## src/rtl/apb_regbank_if.sv

```systemverilog
// apb_regbank_if: APB slave bus bundle for apb_regbank
interface apb_regbank_if;
  logic [6:0]  paddr;
  logic        psel;
  logic        penable;
  logic        pwrite;
  logic [31:0] pwdata;
  logic [3:0]  pstrb;
  logic [31:0] prdata;
  logic        pready;
  logic        pslverr;
  modport master (output paddr, psel, penable, pwrite, pwdata, pstrb, input prdata, pready, pslverr);
  modport slave  (input paddr, psel, penable, pwrite, pwdata, pstrb, output prdata, pready, pslverr);
endinterface

```

## src/rtl/apb_regbank.sv

```systemverilog
// apb_regbank: APB register bank with control/status words, edge-latched interrupts and wait states
module apb_regbank #(
  parameter int          N_CTRL   = 4,
  parameter int          N_STAT   = 4,
  parameter int          N_IRQ    = 8,
  parameter int          WAIT     = 1,
  parameter logic [31:0] CTRL_RST = 32'h0,
  parameter logic [31:0] ID_VAL   = 32'h00216948
) (
  input  logic                   pclk,
  input  logic                   reset_n,
  input  logic                   enable,
  apb_regbank_if.slave           bus,
  input  logic [32*N_STAT-1:0]   status_in,
  output logic [32*N_CTRL-1:0]   control_out,
  input  logic [N_IRQ-1:0]       irq_src,
  output logic                   irq
);
  typedef enum logic [1:0] {IDLE, WAITING, DONE} state_t;
  state_t                   r_state, w_state_nxt;
  logic [2:0]               r_cnt, w_cnt_nxt;
  logic [N_CTRL-1:0][31:0]  r_ctrl;
  logic [N_IRQ-1:0]         r_raw, r_mask, r_src_q;
  logic                     r_irq;
  logic                     w_done, w_err, w_wr;
  logic                     w_is_ctrl, w_is_stat, w_is_raw, w_is_mask, w_is_pend, w_is_id;
  logic [2:0]               w_idx;
  logic [7:0][31:0]         w_stat, w_ctrl;
  logic [31:0]              w_bmask, w_rdata;
  logic [N_IRQ-1:0]         w_clr, w_rise;

  genvar k;
  for (k = 0; k < 8; k++) begin : g_word
    if (k < N_STAT) begin : g_s
      assign w_stat[k] = status_in[32*k +: 32];
    end else begin : g_sz
      assign w_stat[k] = '0;
    end
    if (k < N_CTRL) begin : g_c
      assign w_ctrl[k] = r_ctrl[k];
    end else begin : g_cz
      assign w_ctrl[k] = '0;
    end
  end

  assign w_idx     = bus.paddr[4:2];
  assign w_is_ctrl = bus.paddr[6:5] == 2'b00 && int'(w_idx) < N_CTRL;
  assign w_is_stat = bus.paddr[6:5] == 2'b01 && int'(w_idx) < N_STAT;
  assign w_is_raw  = bus.paddr[6:2] == 5'h10;
  assign w_is_mask = bus.paddr[6:2] == 5'h11;
  assign w_is_pend = bus.paddr[6:2] == 5'h12;
  assign w_is_id   = bus.paddr[6:2] == 5'h13;
  assign w_err     = (bus.paddr[1:0] != 2'b00)
                   | ~(w_is_ctrl | w_is_stat | w_is_raw | w_is_mask | w_is_pend | w_is_id)
                   | (bus.pwrite & (w_is_stat | w_is_pend | w_is_id));
  assign w_rdata   = w_is_ctrl ? w_ctrl[w_idx] :
                     w_is_stat ? w_stat[w_idx] :
                     w_is_raw  ? 32'(r_raw) :
                     w_is_mask ? 32'(r_mask) :
                     w_is_pend ? 32'(r_raw & r_mask) :
                     w_is_id   ? ID_VAL : 32'h0;
  assign w_bmask   = {{8{bus.pstrb[3]}}, {8{bus.pstrb[2]}}, {8{bus.pstrb[1]}}, {8{bus.pstrb[0]}}};
  assign w_wr      = w_done & bus.pwrite & ~w_err;
  assign w_clr     = (w_wr & w_is_raw) ? N_IRQ'(bus.pwdata & w_bmask) : '0;
  assign w_rise    = irq_src & ~r_src_q;

  assign bus.pready  = w_done;
  assign bus.pslverr = w_done & w_err;
  assign bus.prdata  = (w_done & ~bus.pwrite & ~w_err) ? w_rdata : 32'h0;
  assign control_out = r_ctrl;
  assign irq         = r_irq;

  always_comb begin
    w_state_nxt = r_state;
    w_cnt_nxt   = r_cnt;
    w_done      = 1'b0;
    case (r_state)
      IDLE: if (bus.psel && !bus.penable) begin
        w_state_nxt = WAITING;
        w_cnt_nxt   = 3'(WAIT);
      end
      WAITING: if (!bus.psel) w_state_nxt = IDLE;
      else if (bus.penable) begin
        if (r_cnt == 3'd0) begin
          w_done      = enable;
          w_state_nxt = DONE;
        end else w_cnt_nxt = r_cnt - 3'd1;
      end
      default: w_state_nxt = IDLE;
    endcase
  end

  always_ff @(posedge pclk or negedge reset_n)
    if (!reset_n) begin
      r_state <= IDLE;
      r_cnt   <= '0;
    end else if (enable) begin
      r_state <= w_state_nxt;
      r_cnt   <= w_cnt_nxt;
    end

  // a rising source edge outranks a same-cycle W1C clear
  always_ff @(posedge pclk or negedge reset_n)
    if (!reset_n) begin
      r_ctrl  <= {N_CTRL{CTRL_RST}};
      r_raw   <= '0;
      r_mask  <= '0;
      r_src_q <= '0;
      r_irq   <= 1'b0;
    end else if (enable) begin
      for (int i = 0; i < N_CTRL; i++)
        if (w_wr && w_is_ctrl && w_idx == 3'(i)) r_ctrl[i] <= (r_ctrl[i] & ~w_bmask) | (bus.pwdata & w_bmask);
      if (w_wr && w_is_mask) r_mask <= (r_mask & ~N_IRQ'(w_bmask)) | N_IRQ'(bus.pwdata & w_bmask);
      r_raw   <= (r_raw & ~w_clr) | w_rise;
      r_src_q <= irq_src;
      r_irq   <= |(r_raw & r_mask);
    end
endmodule

```

## src/flat_wrapper.sv

```systemverilog
// flat-port wrapper written by rule: the top's interface ports become plain ports
module apb_regbank_flat 
#(
  parameter int          N_CTRL   = 4,
  parameter int          N_STAT   = 4,
  parameter int          N_IRQ    = 8,
  parameter int          WAIT     = 1,
  parameter logic [31:0] CTRL_RST = 32'h0,
  parameter logic [31:0] ID_VAL   = 32'h00216948
)
  (pclk, reset_n, enable, status_in, control_out, irq_src, irq, bus_paddr, bus_psel, bus_penable, bus_pwrite, bus_pwdata, bus_pstrb, bus_prdata, bus_pready, bus_pslverr);
  apb_regbank_if bus_i ();
  input  logic pclk;
  input  logic reset_n;
  input  logic enable;
  input  logic [32*N_STAT-1:0] status_in;
  output logic [32*N_CTRL-1:0] control_out;
  input  logic [N_IRQ-1:0] irq_src;
  output logic irq;
  input wire logic [$bits(bus_i.paddr)-1:0] bus_paddr;
  input wire logic [$bits(bus_i.psel)-1:0] bus_psel;
  input wire logic [$bits(bus_i.penable)-1:0] bus_penable;
  input wire logic [$bits(bus_i.pwrite)-1:0] bus_pwrite;
  input wire logic [$bits(bus_i.pwdata)-1:0] bus_pwdata;
  input wire logic [$bits(bus_i.pstrb)-1:0] bus_pstrb;
  output wire logic [$bits(bus_i.prdata)-1:0] bus_prdata;
  output wire logic [$bits(bus_i.pready)-1:0] bus_pready;
  output wire logic [$bits(bus_i.pslverr)-1:0] bus_pslverr;
  assign bus_i.paddr = bus_paddr;
  assign bus_i.psel = bus_psel;
  assign bus_i.penable = bus_penable;
  assign bus_i.pwrite = bus_pwrite;
  assign bus_i.pwdata = bus_pwdata;
  assign bus_i.pstrb = bus_pstrb;
  assign bus_prdata = bus_i.prdata;
  assign bus_pready = bus_i.pready;
  assign bus_pslverr = bus_i.pslverr;
  apb_regbank #(.N_CTRL(N_CTRL), .N_STAT(N_STAT), .N_IRQ(N_IRQ), .WAIT(WAIT), .CTRL_RST(CTRL_RST), .ID_VAL(ID_VAL)) u_core (.pclk(pclk), .reset_n(reset_n), .enable(enable), .bus(bus_i), .status_in(status_in), .control_out(control_out), .irq_src(irq_src), .irq(irq));
endmodule
```

## config.mk

```make
export PLATFORM = sky130hd
export DESIGN_NAME = apb_regbank_flat
export DESIGN_NICKNAME = d
export VERILOG_FILES = /design/src/rtl/apb_regbank_if.sv /design/src/rtl/apb_regbank.sv /design/src/flat_wrapper.sv
export SDC_FILE = /design/constraint.sdc
export NUM_CORES = 1
export LEC_CHECK = 0
export BUFFER_PORTS_ARGS = -buffer_cell sky130_fd_sc_hd__buf_2
export CAP_MARGIN = 20
export CORE_MARGIN = 3
export CORE_UTILIZATION = 45
export CTS_BUF_LIST = sky130_fd_sc_hd__clkbuf_16
export DETAILED_ROUTE_END_ITERATION = 8
export PLACE_DENSITY = 0.78
export SYNTH_ARGS = -nofsm -noshare
export SYNTH_HDL_FRONTEND = slang
export SYNTH_SLANG_ARGS = --single-unit
```

## constraint.sdc

```tcl
create_clock -name pclk -period 2.05 [get_ports pclk]
set_input_delay 0.3075 -clock pclk [delete_from_list [all_inputs] [get_ports pclk]]
set_output_delay 0.3075 -clock pclk [all_outputs]
set_load 0.03 [all_outputs]
```

==> results of run 1 <==
-- kinds of logic after synthesis --
| logic type | Yosys count | share of synthesized area [%] |
|---|---|---|
| simple gates | 137 | 10.0 |
| compound gates | 84 | 6.88 |
| flops | 158 | 45.6 |
| mux | 211 | 34.4 |
| buf+inv | 58 | 2.83 |
| fa+ha+maj | 2 | 0.288 |
-- worst max-delay path: cells and delay by family, from the launching register on --
family,cells,cell delay [ns]
buf+inv,3,0.41
fa+ha+maj,2,0.26
simple gates,3,0.78
flops,1,0.39
compound gates,1,0.13
-- stage by stage --
| step | std cells | setup TNS [ns] |
|---|---|---|
| floorplan | 650 | -26.69 |
| global placement | 1305 | -28.35 |
| detailed placement | 1305 | -32.70 |
| CTS | 1344 | -36.41 |
| global route | 1346 | -43.83 |
| finish | 1347 | -31.18 |
-- layer usage --
metal | up-vias | global-route usage, % | routed length, um
li1 | 3344 | - | -
met1 | 3912 | 34.7 | 11800
met2 | 399 | 50.7 | 15900
met3 | 48 | 5.95 | 2270
met4 | 2 | 7.66 | 599
met5 | - | 0 | 7
-- timing repair --
| item | in CTS | in global routing |
|---|---|---|
| setup buffers | 3 | 0 |
| hold endpoints to repair | 49 | 0 |
| setup endpoints to repair | 170 | 170 |
| gates cloned | 3 | 1 |
| pin swaps | 25 | 0 |
| hold buffers | 1 | 0 |
| resized for setup | 87 | 14 |
-- where the power goes --
group	switching, W	internal (W)
logic	0.000572	0.000526
clock network	0.00135	0.00168
registers	0.0000292	0.00316
-- cell usage after synthesis (7+ instances only) --
library cell | count | area share [%]
a22oi_1 | 14 | 1.2
mux2i_1 | 16 | 1.8
inv_1 | 17 | 0.74
nor3_4 | 10 | 1.9
a21oi_1 | 21 | 1.2
dfrtp_1 | 158 | 46
nor3_1 | 7 | 0.40
clkbuf_1 | 17 | 0.74
o21ai_0 | 15 | 0.87
nand4_1 | 26 | 1.9
mux4_2 | 56 | 15
mux2_2 | 139 | 18
nand2_1 | 51 | 2.2
o2bb2ai_1 | 8 | 0.81
buf_2 | 16 | 0.92
nor2_1 | 16 | 0.69
nand2b_1 | 8 | 0.58
-- final cells by class --
| type | instances | area, um2 |
|---|---|---|
| fillers | 1248 | 5510 |
| multi-input cells | 434 | 5300 |
| flip-flops and latches | 158 | 3950 |
| repair buffers | 442 | 3090 |
| clock buffers | 17 | 425 |
| well taps | 260 | 325 |
| clock inverters | 15 | 135 |
| inverters | 19 | 83.8 |
| diodes | 2 | 5.00 |
-- final timing paths --
| kind | startpoint | cells past startpoint | slack, ns | to |
|---|---|---|---|---|
| worst max-delay path | u_core.r_cnt[0] | 9 | -0.66 | bus_prdata[17] |
| worst min-delay path | irq_src[0] | 3 | 0.13 | u_core.r_src_q[0] |
| worst max register to register | u_core.r_cnt[0] | 10 | -0.23 | flop |
| worst min register to register | u_core.r_src_q[1] | 1 | 0.45 | u_core.r_raw[1] |
| max in group asynchronous | reset_n | 3 | 1.01 | u_core.r_cnt[1] |
| min in group asynchronous | reset_n | 2 | 0.41 | asynchronous set/reset pin |
==> impl_metrics.tcl, run 1 <==
set metrics [dict create \
    status "complete, but fails checks" \
    violations "negative setup slack" \
    grt_setup_unrepaired "yes" \
    fp.dieW_um 145 \
    dr.pass1.iters 5 \
    cts_buffers 17 \
    root_buffer "clkbuf_16" \
    maxCapViolCount 0 \
    cp_max_fo 9 \
    syn-instance-count 650 \
    cts.sinks 158 \
    yosys_register_bits 158 \
    via_per_inst 5.72 \
    io_pins 348 \
    cp_data_required_time_ns 1.74 \
    cp_data_arrival_time_ns 2.40 \
    drtIter0Drc 369 \
    synth_warnings 0 \
    power_density_nw_per_um2 550 \
    grt_max_degree 55 \
    ys_types 43 \
    grt-ovfl-total 0 \
    fin_ws_ns -0.656 \
    synth-edff-count 0 \
    port-buffer-count 347 \
    final_nets 1259 \
    cts_tree "yes" \
    dieArea_um2 21000 \
    clk_pin_slew_ns 0.06 \
    drc 0 \
    period_needed_ns 2.71 \
    clock_latency_ns 0.42 \
    layout_commonest_cell "buf_2" \
    cts_buffer_depth 2 \
    slowest_delay_ns 0.43 \
    grt_pass1_wl_um 44600 \
    synthFlopType "dfrtp_1" \
    ant_nets 0 \
    cts_max_level 4 \
    endpoint_kind "output pin" \
    max_freq_mhz 369 \
    gp_congestion 0.887 \
    drt-total-wl_um 30600 \
    clock_skew_ns 0.00812 \
    first_global_vias 7714 \
    core_um2 18800 \
    period_share_pct 132 \
    worstHoldPathType "in2reg" \
    total_leakage_power_nw 6.68 \
    hold_viol_final 0 \
    drv_slew 0 \
    drive_above_1_share_pct 67.1 \
    dp_slack_ns -0.428 \
    crit_slowest_cell "or3_4" \
    dp_hpwl_um 22700 \
    cp-start-kind "flop" \
    setup-violations-final 170 \
    layout_common_cells "buf_2, dfrtp_1, mux2_4" \
    wl_per_cell_um 22.7 \
    crit_top_cell "ha_4" \
    syn_nets 837 \
    path_cells "inv_2 > ha_4 > ha_4 > and4_4 > nand4b_4 > or3_4 > buf_12 > a21oi_4 > buf_6" \
    die_h_um 145 \
    synth.avg_cell_area_um2 13.3 \
    finalPower_w 0.00732 \
    antenna_found_initial 3 \
    start_util_pct 46.1 \
    path_class "reg2out" \
    grt_usage_pct 28.3 \
    synth_area_um2 8670 \
    utilization_pct 70.7 \
    num_vias 7705 \
    max-vdd-ir-drop_mv 0.559 \
    seq_area_frac_synth_pct 45.6 \
    worst-slew-pin-transition_ns 0.531 \
    placed_cell_area_um2 12200 \
    rows 50 \
    worst_hold_slack_ns 0.134 \
    final_cell_area_um2 13300 \
    slew_headroom_pct 64.6 \
    synth-async-reset-ratio_pct 100 \
    area_delta_synth_final_pct 53.5 \
]
Power figures use the tool's default switching activity.
==> run 2: changes to the inputs <==
--- a/config.mk
+++ b/config.mk
@@ -12,6 +12,7 @@
 export CTS_BUF_LIST = sky130_fd_sc_hd__clkbuf_16
 export DETAILED_ROUTE_END_ITERATION = 8
 export PLACE_DENSITY = 0.78
+export SETUP_SLACK_MARGIN = 0.2
 export SYNTH_ARGS = -nofsm -noshare
 export SYNTH_HDL_FRONTEND = slang
 export SYNTH_SLANG_ARGS = --single-unit
==> impl_metrics.tcl, run 2 (synthesis results as in run 1) <==
set metrics [dict create \
    status "complete, but fails checks" \
    violations "negative setup slack" \
    worstHoldPathType "in2reg" \
    p_comb_share_pct 15.1 \
    wl_met2_um 16900 \
    total_leakage_power_nw 6.76 \
    setup_tns_ns -65.34 \
    dieArea_um2 21000 \
    port-buffer-count 347 \
    wl_met1_um 12100 \
    power_density_nw_per_um2 568 \
    grt_usage_pct 29.8 \
    seqPwrFrac_pct 41.4 \
    critPathBufInv 3 \
    crit_cells 9 \
    final_cell_area_um2 13600 \
    cp-start-kind "flop" \
    via_per_inst 5.86 \
    grt_max_degree 53 \
    first_global_vias 7924 \
    start_util_pct 46.1 \
    grt_setup_unrepaired "yes" \
    fin_ws_ns -0.741 \
    layout_commonest_cell "buf_2" \
    clk_pin_slew_ns 0.06 \
    final_nets 1257 \
    ant_nets 0 \
    worstHoldPathCells 3 \
    cts_buffers 17 \
    maxCapViolCount 0 \
    path_class "reg2out" \
    drtIter0Drc 502 \
    cp_top_family "simple AND/OR/NAND/NOR gates" \
    switching_share_pct 25.3 \
    cp_max_fo 4 \
    crit_slowest_cell "or3_4" \
    highest_layer "met5" \
    drt-total-wl_um 32800 \
    area_delta_synth_final_pct 56.7 \
    worst-slew-pin-transition_ns 0.551 \
    clock_skew_ns 0.0142 \
    root_buffer "clkbuf_16" \
    core_um2 18800 \
    antenna_found_initial 7 \
    cp_data_required_time_ns 1.74 \
    cts_buffer_depth 2 \
    setup-violations-final 175 \
    layout_common_cells "buf_2, dfrtp_1, mux2_4" \
    crit_top_cell "ha_4" \
    dp_hpwl_um 23200 \
    io_pins 348 \
    cts_tree "yes" \
    grt_pass1_wl_um 46700 \
    drc 0 \
    dr.pass1.iters 5 \
    fp.dieW_um 145 \
    max-vdd-ir-drop_mv 0.587 \
    cts_max_level 4 \
    drive_above_1_share_pct 66.9 \
    rows 50 \
    slowest_delay_ns 0.50 \
    cp_data_arrival_time_ns 2.48 \
    max_freq_mhz 358 \
    clkPwrFrac_pct 43.5 \
    grt-ovfl-total 0 \
    drv_slew 0 \
    gp_congestion 0.885 \
    p_int_w 0.00576 \
    ff2ff_path_depth 13 \
    die_h_um 145 \
    num_vias 7903 \
    period_needed_ns 2.79 \
    slew_headroom_pct 63.1 \
    placed_cell_area_um2 12300 \
    wl_per_cell_um 24.3 \
    period_share_pct 136 \
    cts.sinks 158 \
    power_switching_w 0.00196 \
    dr_wl_met3_um 2650 \
    path_cells "inv_2 > ha_4 > ha_4 > and4_4 > nand4b_4 > or3_4 > clkbuf_16 > a21oi_4 > buf_6" \
    clock_latency_ns 0.43 \
    endpoint_kind "output pin" \
    hold_viol_final 0 \
]
run 2: cell types whose count changed in the layout (fill, tap and decap cells not counted), moves of 2 or more:
cell and delta:
bufinv_16 +3, inv_6 -2, mux2_4 +27, clkinvlp_4 -3, buf_12 +4, buf_6 +5
diode_2 +4, buf_4 -12, clkinv_1 +2, a21oi_2 -4, a21oi_4 +4, mux2_2 -27
run 2: through the flow:
| step | cells | worst slack, ns | hold WS [ns] | utilization, % | power [W] |
|---|---|---|---|---|---|
| 2_1_floorplan | 650 | -0.382 | 0.0119 | - | 0.00372 |
| 3_3_place_gp | 1290 | -0.401 | 0.279 | 65.1 | 0.00420 |
| 3_5_place_dp | 1290 | -0.456 | 0.280 | 65.1 | 0.00423 |
| 4_1_cts | 1331 | -0.685 | 0.111 | 70.8 | 0.00764 |
| 5_1_grt | 1348 | -0.807 | 0.150 | 72.2 | 0.00799 |
| 6_report | 1349 | -0.741 | 0.120 | 72.2 | 0.00772 |
run 2: final timing paths:
path | startpoint | endpoint | slack, ns
setup reg to reg | u_core.r_cnt[1] | flop | -0.37
max in group asynchronous | reset_n | u_core.r_raw[1] | 0.98
hold reg to reg | u_core.r_src_q[7] | u_core.r_raw[7] | 0.45
hold / removal | irq_src[7] | u_core.r_src_q[7] | 0.12
setup / recovery | u_core.r_cnt[1] | bus_prdata[31] | -0.74
min in group asynchronous | reset_n | asynchronous set/reset pin | 0.41
run 2: power groups by stage:
| stage | logic [W] | clock network, W | registers (W) |
|---|---|---|---|
| after floorplan | 0.000467 | 0 | 0.00325 |
| after global placement | 0.000960 | 0 | 0.00324 |
| after detailed placement | 0.000982 | 0 | 0.00325 |
| after CTS | 0.00107 | 0.00338 | 0.00319 |
| after global routing | 0.00126 | 0.00354 | 0.00320 |
| final | 0.00117 | 0.00336 | 0.00320 |
run 2: worst register-to-register path, cell delays in order (launching register included):
cell and delay, ns:
dfrtp_1 0.39, inv_2 0.08, ha_4 0.14, ha_4 0.13, and4_4 0.23, buf_4 0.12
buf_6 0.08, buf_6 0.10, nand2_8 0.06, buf_4 0.14, buf_12 0.14, nor4_4 0.21
buf_12 0.19, mux2_4 0.31
run 2: routing by layer:
metal / vias up / GRT usage [%]
li1: 3352 / -
met5: - / 0
met2: 458 / 52.1
met1: 4004 / 36.5
met3: 85 / 5.59
met4: 4 / 11.4
run 2: area by class of cell:
class	count	area, um2
fill	1191	5230
tap	260	325
sequential	158	3950
antenna	6	15.0
clock buffer	17	425
inverter	19	83.8
timing repair buffer	440	3160
multi-input combinational	434	5440
clock inverter	15	193
run 2: timing repair:
item,in CTS,in global routing
hold buffers,1,0
resized for setup,93,23
endpoints found under the setup margin,173,178
gates cloned,3,2
buffers inserted,5,10
hold endpoints to repair,44,0
pin swaps,27,13
==> run 3: changes to the inputs <==
--- a/config.mk
+++ b/config.mk
@@ -6,10 +6,9 @@
 export NUM_CORES = 1
 export LEC_CHECK = 0
 export BUFFER_PORTS_ARGS = -buffer_cell sky130_fd_sc_hd__buf_2
-export CAP_MARGIN = 20
-export CORE_MARGIN = 3
+export CAP_MARGIN = 0
+export CORE_MARGIN = 2
 export CORE_UTILIZATION = 45
-export CTS_BUF_LIST = sky130_fd_sc_hd__clkbuf_16
 export DETAILED_ROUTE_END_ITERATION = 8
 export PLACE_DENSITY = 0.78
 export SETUP_SLACK_MARGIN = 0.2
==> impl_metrics.tcl, run 3 (synthesis results as in run 1) <==
set metrics [dict create \
    status "complete, but fails checks" \
    violations "negative setup slack" \
    drc 0 \
    clk_pin_slew_ns 0.06 \
    clock_latency_ns 0.43 \
    max-vdd-ir-drop_mv 0.523 \
    total_leakage_power_nw 6.71 \
    grt_pass1_wl_um 47100 \
    cp_top_family "simple AND/OR/NAND/NOR gates" \
    root_buffer "clkbuf_16" \
    grt_usage_pct 31.0 \
    cts_max_level 4 \
    dieArea_um2 20400 \
    gp_congestion 0.871 \
    core_um2 18800 \
    grt-ovfl-total 0 \
    period_share_pct 135 \
    hold_viol_final 0 \
    layout_commonest_cell "buf_2" \
    path_cells "inv_1 > ha_2 > ha_4 > and4_4 > nand4b_4 > or3_4 > buf_12 > a21oi_4 > buf_6" \
    fin_ws_ns -0.714 \
    io_pins 348 \
    grt_setup_unrepaired "yes" \
    cp_data_required_time_ns 1.74 \
    die_h_um 143 \
    cp_data_arrival_time_ns 2.46 \
    drv_slew 0 \
    cp-start-kind "flop" \
    drive_above_1_share_pct 67.1 \
    wl_per_cell_um 23.5 \
    worst_hold_slack_ns 0.117 \
    period_needed_ns 2.76 \
    num_vias 7807 \
    first_global_vias 8077 \
    power_density_nw_per_um2 560 \
    start_util_pct 46.1 \
    fp.dieW_um 143 \
    antenna_found_initial 6 \
    area_delta_synth_final_pct 54.6 \
    clock_skew_ns 0.0101 \
    final_nets 1256 \
    slowest_delay_ns 0.46 \
    utilization_pct 71.2 \
    via_per_inst 5.80 \
    drt-total-wl_um 31600 \
    layout_common_cells "buf_2, dfrtp_1, mux2_4" \
    port-buffer-count 347 \
    critPathBufInv 3 \
    worst-slew-pin-transition_ns 0.670 \
    dp_hpwl_um 23100 \
    placed_cell_area_um2 12300 \
    cp_max_fo 5 \
    worstHoldPathType "in2reg" \
    slew_headroom_pct 55.3 \
    maxCapViolCount 0 \
    dr.pass1.iters 5 \
    cts_tree "yes" \
    crit_slowest_cell "or3_4" \
    final_cell_area_um2 13400 \
    drtIter0Drc 481 \
    endpoint_kind "output pin" \
    rows 50 \
    cts_buffers 17 \
    ant_nets 0 \
    path_class "reg2out" \
    cts_buffer_depth 2 \
    setup-violations-final 173 \
    finalPower_w 0.00751 \
    cts.sinks 158 \
    max_freq_mhz 362 \
    grt_max_degree 69 \
    setup_tns_ns -35.11 \
]
==> run 3: cell count changes in the layout (fill, tap and decap cells not counted), moves of 4 or more <==
cell | before | now
buf_4 | 53 | 69
clkinv_1 | 5 | 1
nor3_4 | 19 | 15
buf_6 | 39 | 24
nor3_2 | 0 | 4
clkinv_2 | 0 | 4
==> run 3: final cells by class <==
type | instances | area (um2)
Tap cell | 260 | 325
Fill cell | 1282 | 5420
Clock buffer | 18 | 429
Inverter | 19 | 76.3
Clock inverter | 11 | 144
Sequential cell | 158 | 3950
Timing Repair Buffer | 439 | 3070
Antenna cell | 6 | 15.0
Multi-Input combinational cell | 434 | 5400
==> run 3: repair_timing <==
action	in CTS	in global routing
cloned	3	1
pin swaps	17	1
endpoints found under the hold margin	62	0
resized for setup	81	9
setup endpoints to repair	178	178
setup buffers	3	1
hold buffers	1	0
==> run 3: per-layer routing <==
metal	GRT usage, %	up-vias	part of all wire [%]
met5	0	-	0
met4	14.1	0	3.6
met3	6.77	79	7.5
met2	53.3	393	52
met1	37.3	4001	37
li1	-	3334	-
==> run 3: path summary, 6_finish.rpt <==
| path | from | end | slack [ns] | depth (start not counted) |
|---|---|---|---|---|
| max | u_core.r_cnt[1] | bus_prdata[18] | -0.71 | 9 |
| max reg2reg | u_core.r_cnt[1] | flop | -0.22 | 11 |
| min in group asynchronous | reset_n | asynchronous set/reset pin | 0.48 | 2 |
| min reg2reg | u_core.r_src_q[2] | u_core.r_raw[2] | 0.44 | 1 |
| min | irq_src[1] | u_core.r_src_q[1] | 0.12 | 3 |
| max in group asynchronous | reset_n | asynchronous set/reset pin | 0.89 | 3 |
==> run 3: tightest hold or removal path: stages <==
cell,delay (ns)
buf_2,0.07
nand2_1,0.06
o21ai_0,0.07
==> run 3: report_power, final <==
part           switching [W]  total, W  internal [W]
sequential         0.0000274   0.00319       0.00316
clock                0.00130   0.00320       0.00189
combinational       0.000574   0.00112      0.000545
total                0.00191   0.00751       0.00560
==> run 3: per-stage QoR <==
| stage | cells | setup WS (ns) |
|---|---|---|
| 5_1_grt | 1345 | -0.803 |
| 4_1_cts | 1337 | -0.697 |
| 2_1_floorplan | 650 | -0.382 |
| 3_3_place_gp | 1301 | -0.432 |
| 6_report | 1345 | -0.714 |
| 3_5_place_dp | 1301 | -0.465 |
